`config.mk`:
```
export PLATFORM = sky130hd
export DESIGN_NAME = ext_arbiter
export DESIGN_NICKNAME = d
export VERILOG_FILES = /design/src/rtl/ext_arbiter.sv
export SDC_FILE = /design/constraint.sdc
export NUM_CORES = 1
export LEC_CHECK = 0
export ABC_CLOCK_PERIOD_IN_PS = 4600
export CAP_MARGIN = 20
export CORE_UTILIZATION = 40
export DETAILED_ROUTE_END_ITERATION = 7
export GPL_TIMING_DRIVEN = 0
export MAX_ROUTING_LAYER = met4
export PLACE_DENSITY_LB_ADDON = 0.12
export SYNTH_ARGS = -nofsm -noshare
export SYNTH_HDL_FRONTEND = slang
export SYNTH_SLANG_ARGS = --single-unit
```
`constraint.sdc`:
```
create_clock -name clk -period 4.6 [get_ports clk]
set_input_delay 0.69 -clock clk [delete_from_list [all_inputs] [get_ports clk]]
set_output_delay 0.69 -clock clk [all_outputs]
set_load 0.05 [all_outputs]
```
`src/rtl/ext_arbiter.sv`:
```
// ext_arbiter: round-robin arbiter sharing one combinational immediate
// extender between two requesters.
//
// Ports:
//   clk                     rising-edge clock
//   reset                   asynchronous, active-low reset
//   in_valid0/1, in_ready0/1  request handshake; ready is the grant
//   in_imm0/1, in_op0/1       immediate and extension op per requester
//   out_valid0/1, out_ready0/1, out_data0/1
//                           one-entry registered response per requester
//   ext_imm, ext_op         drive the shared extender (zero when no grant)
//   ext_data                combinational result from the shared extender
//   grant_cnt0/1            saturating grant counters
//   conflict_cnt            saturating count of cycles with both eligible
module ext_arbiter #(
  parameter int unsigned CNT_W = 16
) (
  input  logic             clk,
  input  logic             reset,
  input  logic             in_valid0,
  input  logic             in_valid1,
  output logic             in_ready0,
  output logic             in_ready1,
  input  logic [15:0]      in_imm0,
  input  logic [15:0]      in_imm1,
  input  logic [1:0]       in_op0,
  input  logic [1:0]       in_op1,
  output logic             out_valid0,
  output logic             out_valid1,
  input  logic             out_ready0,
  input  logic             out_ready1,
  output logic [31:0]      out_data0,
  output logic [31:0]      out_data1,
  output logic [15:0]      ext_imm,
  output logic [1:0]       ext_op,
  input  logic [31:0]      ext_data,
  output logic [CNT_W-1:0] grant_cnt0,
  output logic [CNT_W-1:0] grant_cnt1,
  output logic [CNT_W-1:0] conflict_cnt
);

  typedef enum logic {
    PRIO_REQ0 = 1'b0,
    PRIO_REQ1 = 1'b1
  } prio_e;

  prio_e            prio_q, prio_d;
  logic             out_valid0_q, out_valid0_d;
  logic             out_valid1_q, out_valid1_d;
  logic [31:0]      out_data0_q, out_data0_d;
  logic [31:0]      out_data1_q, out_data1_d;
  logic [CNT_W-1:0] grant_cnt0_q, grant_cnt0_d;
  logic [CNT_W-1:0] grant_cnt1_q, grant_cnt1_d;
  logic [CNT_W-1:0] conflict_cnt_q, conflict_cnt_d;

  logic elig0, elig1;
  logic grant0, grant1;
  logic conflict;

  function automatic logic [CNT_W-1:0] sat_inc(input logic [CNT_W-1:0] v,
                                               input logic en);
    return (en && (v != '1)) ? v + CNT_W'(1) : v;
  endfunction

  always_comb begin
    elig0    = in_valid0 && (!out_valid0_q || out_ready0);
    elig1    = in_valid1 && (!out_valid1_q || out_ready1);
    // reset gating keeps grants low while the async reset is held
    grant0   = reset && elig0 && (!elig1 || (prio_q == PRIO_REQ0));
    grant1   = reset && elig1 && (!elig0 || (prio_q == PRIO_REQ1));
    conflict = reset && elig0 && elig1;
  end

  always_comb begin
    prio_d         = prio_q;
    out_valid0_d   = out_valid0_q;
    out_valid1_d   = out_valid1_q;
    out_data0_d    = out_data0_q;
    out_data1_d    = out_data1_q;
    ext_imm        = '0;
    ext_op         = '0;

    if (grant0) begin
      prio_d  = PRIO_REQ1;
      ext_imm = in_imm0;
      ext_op  = in_op0;
    end else if (grant1) begin
      prio_d  = PRIO_REQ0;
      ext_imm = in_imm1;
      ext_op  = in_op1;
    end

    if (grant0) begin
      out_valid0_d = 1'b1;
      out_data0_d  = ext_data;
    end else if (out_valid0_q && out_ready0) begin
      out_valid0_d = 1'b0;
    end

    if (grant1) begin
      out_valid1_d = 1'b1;
      out_data1_d  = ext_data;
    end else if (out_valid1_q && out_ready1) begin
      out_valid1_d = 1'b0;
    end

    grant_cnt0_d   = sat_inc(grant_cnt0_q, grant0);
    grant_cnt1_d   = sat_inc(grant_cnt1_q, grant1);
    conflict_cnt_d = sat_inc(conflict_cnt_q, conflict);
  end

  always_ff @(posedge clk or negedge reset) begin
    if (!reset) begin
      prio_q         <= PRIO_REQ0;
      out_valid0_q   <= 1'b0;
      out_valid1_q   <= 1'b0;
      out_data0_q    <= '0;
      out_data1_q    <= '0;
      grant_cnt0_q   <= '0;
      grant_cnt1_q   <= '0;
      conflict_cnt_q <= '0;
    end else begin
      prio_q         <= prio_d;
      out_valid0_q   <= out_valid0_d;
      out_valid1_q   <= out_valid1_d;
      out_data0_q    <= out_data0_d;
      out_data1_q    <= out_data1_d;
      grant_cnt0_q   <= grant_cnt0_d;
      grant_cnt1_q   <= grant_cnt1_d;
      conflict_cnt_q <= conflict_cnt_d;
    end
  end

  assign in_ready0    = grant0;
  assign in_ready1    = grant1;
  assign out_valid0   = out_valid0_q;
  assign out_valid1   = out_valid1_q;
  assign out_data0    = out_data0_q;
  assign out_data1    = out_data1_q;
  assign grant_cnt0   = grant_cnt0_q;
  assign grant_cnt1   = grant_cnt1_q;
  assign conflict_cnt = conflict_cnt_q;

endmodule
```
==> summary.md <==
| Metric | Value |
|---|---|
| Filler cells | `990` |
| Area of the multi-input gates | `2007 um2` |
| Core ar. | `12110 um2` |
| Gate power share | `0.395` |
| CTS root buffer | `clkbuf_16` |
| Worst Setup End Kind | `output port` |
| Crit path max-delay cell type | `clkdlybuf4s50_1` |
| Resized cells post-CTS | `0` |
| CTS clk-pin slew, worst paths | `0.05 ns` |
| CP top delay family | `buffers and inverters` |
| # H-tree levels | `4` |
| Crit start category | `input pin` |
| Area Growth Syn to Fin | `57.27%` |
| Register area | `2878 um2` |
| Initial antenna violation count | `0` |
| Max Freq | `0.2293 GHz` |
| Pleak | `0.003426 uW` |
| Cts hold-fix bufs | `0` |
| CTS max path bufs | `2` |
| Max-Cap Viols | `0` |
| Pin count of the biggest net entering global routing | `67` |
| Diodes inserted | `0` |
| First-pass GRT wire length | `21840 um` |
| Clk Latency, worst-skew pair | `0.41 ns` |
| Number of synthesis warnings | `0` |
| Hold/Removal Path Class | `input pin to async pin` |
| Critical path buffers and inverters | `6` |
| Detailed Route WL | `13590 um` |
| Number of global-route vias before repair | `4297` |
| Grt ovf | `0` |
| Switch share | `0.3961` |
| Die area | `12980 um2` |
| Worst Setup Path Type | `input pin to output port` |
| Synth top area cells | `dfrtp_1 (57%), nand2_1 (8.9%), mux2_2 (8.8%), xnor2_1 (4.9%), a22o_1 (3.1%)` |
| Hold_ws | `0.2283 ns` |
| Syn Area/Cell | `11.26 um2` |
| CP Data Arrival Time | `3.67 ns` |
| Tcrit/Tclk final | `0.9482` |
| Post-synth top flop | `dfrtp_1` |
| Placed Area | `7321 um2` |
| Area leader, netlist | `dfrtp_1` |
| DRC Markers | `0` |
| Synthesized area | `5010 um2` |
| Via count | `4143` |
| Initial core utilization | `0.4136` |
| Finished Cell Area | `7879 um2` |
| Die height | `113.9 um` |
| Relative slew margins | `0.5621` |
| IO buf count | `207` |
| Net Count, Synth | `522` |
| Setup bufs post-CTS | `0` |
| Clock sinks | `115` |
| Seq pwr share | `0.322` |
| Crit path largest cell delay | `0.81 ns` |
| I/O Pins | `208` |
| TritonCTS clock tree | `yes` |
| Cells along the critical path | `buf_6 > buf_16 > nand3_1 > or2_1 > buf_6 > inv_2 > buf_2 > a22o_1 > clkdlybuf4s50_1` |
| RSZ-0062 raised after global routing | `no` |
| Share of the synthesized area in the top cell type | `0.5744` |
| Finished Core Util | `0.6505` |
| Synth Register Bits | `115` |
| Layout cells sized above 1 | `0.1349` |
| Hpwl dp | `9930 um` |
| Skew final | `0.01003 ns` |
| Chip width | `113.9 um` |
| Peak supply drop | `0.4137 mV` |
| Worst slew pin tran | `0.6533 ns` |
| Status | `finished, final reports clean` |
| Fraction of registers with async set/reset | `1.000` |
| Syn Inst Count | `445` |
| Post-synth EDFFs | `0` |
| Pre-Repair DR Iteration Count | `4` |
| Row cnt | `40` |
| Synth cell types | `36` |
| Total CTS buffers | `17` |
| Clock power share | `0.283` |
| Initial detailed-routing violation count | `224` |
| Final count of hold timing violations | `0` |
| Worst path required time | `3.91 ns` |
| Pwr dens | `559.7 nW/um2` |
| Period minus WS final | `4.362 ns` |
| P_int | `2663 uW` |
| Net count, final | `749` |
| Max FO, Critical Path | `66` |
| Final setup viols | `0` |
| P_sw | `1747 uW` |
| Placer Congestion | `0.8451` |
| Post-DR vias/cell | `4.874` |
| Total GRT Usage | `0.2277` |
| Final Max Slew Viols | `0` |
| Most frequent CP cell | `buf_6` |
| Antenna-violating nets left | `0` |
| WL/cell | `15.98 um` |
| Sequential-to-total area share from yosys stat | `0.5744` |
[logic make-up after synthesis]
| group | share of synthesized area |
|---|---|
| multiplexers | 0.08766 |
| buffers and inverters | 0.02497 |
| adder cells (fa/ha/maj) | 0.007493 |
| AND/OR/NAND/NOR | 0.1968 |
| flip-flops | 0.5744 |
| XOR/XNOR | 0.07168 |
| AO/OA/AOI/OAI | 0.03696 |
[routing by layer]
metal  share of wire  up-vias  GRT usage
li1                -     1962          -
met3           0.049       21    0.05526
met2            0.50      136     0.3663
met5               0        -          -
met4           0.022        0     0.1022
met1            0.43     2024     0.2725
[synth_stat cells (2+ instances only)]
cell      count
nand2_1     119
and4_1        4
buf_2         9
clkbuf_1      4
nor4_1        2
o21ai_0       2
inv_1         6
and2_1        3
nand2b_1      2
and3_1        5
nand3_1      14
mux2_2       39
buf_6         2
dfrtp_1     115
nand4_1      21
nor2_1       12
ha_1          3
a22o_1       18
xor2_1       13
xnor2_1      28
nor4_2        2
nor3_1        4
nor3_2        3
nor2b_1       2
or2_1         2
[flip-flops by register name (all words and copies together) (netlist names)]
| register | flops |
|---|---|
| prio_q | 1 |
| out_valid0 | 1 |
| grant_cnt1 | 16 |
| out_data0 | 32 |
| out_valid1 | 1 |
| out_data1 | 32 |
| conflict_cnt | 16 |
| grant_cnt0 | 16 |
[path summary, 6_finish.rpt]
| kind | cells past startpoint | slack, ns | start | end |
|---|---|---|---|---|
| max in group asynchronous | 2 | 3.68 | reset | grant_cnt1[6] |
| min | 1 | 0.23 | reset | conflict_cnt[4] |
| min in group clk | 2 | 0.47 | out_data1[29] | out_data1[29] |
| min reg2reg | 2 | 0.47 | out_data1[29] | out_data1[29] |
| max reg2reg | 6 | 2.58 | grant_cnt0[0] | grant_cnt0[1] |
| max | 9 | 0.24 | reset | ext_imm[7] |
[placed cells by master (no fill, tap or decap), types with 7 or more instances in the layout]
cell,n
a22o_1,18
xor2_1,13
nand4_1,21
dfrtp_1,115
nand3_1,14
nor2_1,12
clkdlybuf4s50_1,206
clkbuf_1,7
clkbuf_16,17
mux2_2,39
nand2_1,119
buf_2,9
xnor2_1,28
[through the flow]
stage	setup slack [ns]	instances	total power, uW	setup TNS, ns
6_report	0.2384	850	4410	0
5_1_grt	0.01604	850	4592	0
4_1_cts	0.1843	850	4449	0
3_5_place_dp	0.1839	821	3180	0
3_3_place_gp	-4.283	820	3155	-556.42
2_1_floorplan	1.429	445	2510	0
[cell type report]
type                            count  share of cell area
Clock inverter                      6             0.01016
Multi-Input combinational cell    306              0.2547
Clock buffer                       23             0.06066
Inverter                            8            0.004447
Buffer                             16             0.01143
Timing Repair Buffer              208              0.2666
Sequential cell                   115              0.3653
Tap cell                          168             0.02668
[power by group through the flow]
stage | logic (uW) | clock network [uW] | registers (uW)
finish | 1740 | 1250 | 1420
global route | 1820 | 1320 | 1450
CTS | 1750 | 1270 | 1420
detailed placement | 1750 | 0 | 1430
global placement | 1730 | 0 | 1420
floorplan | 345 | 0 | 2160
Power figures use the tool's default switching activity.
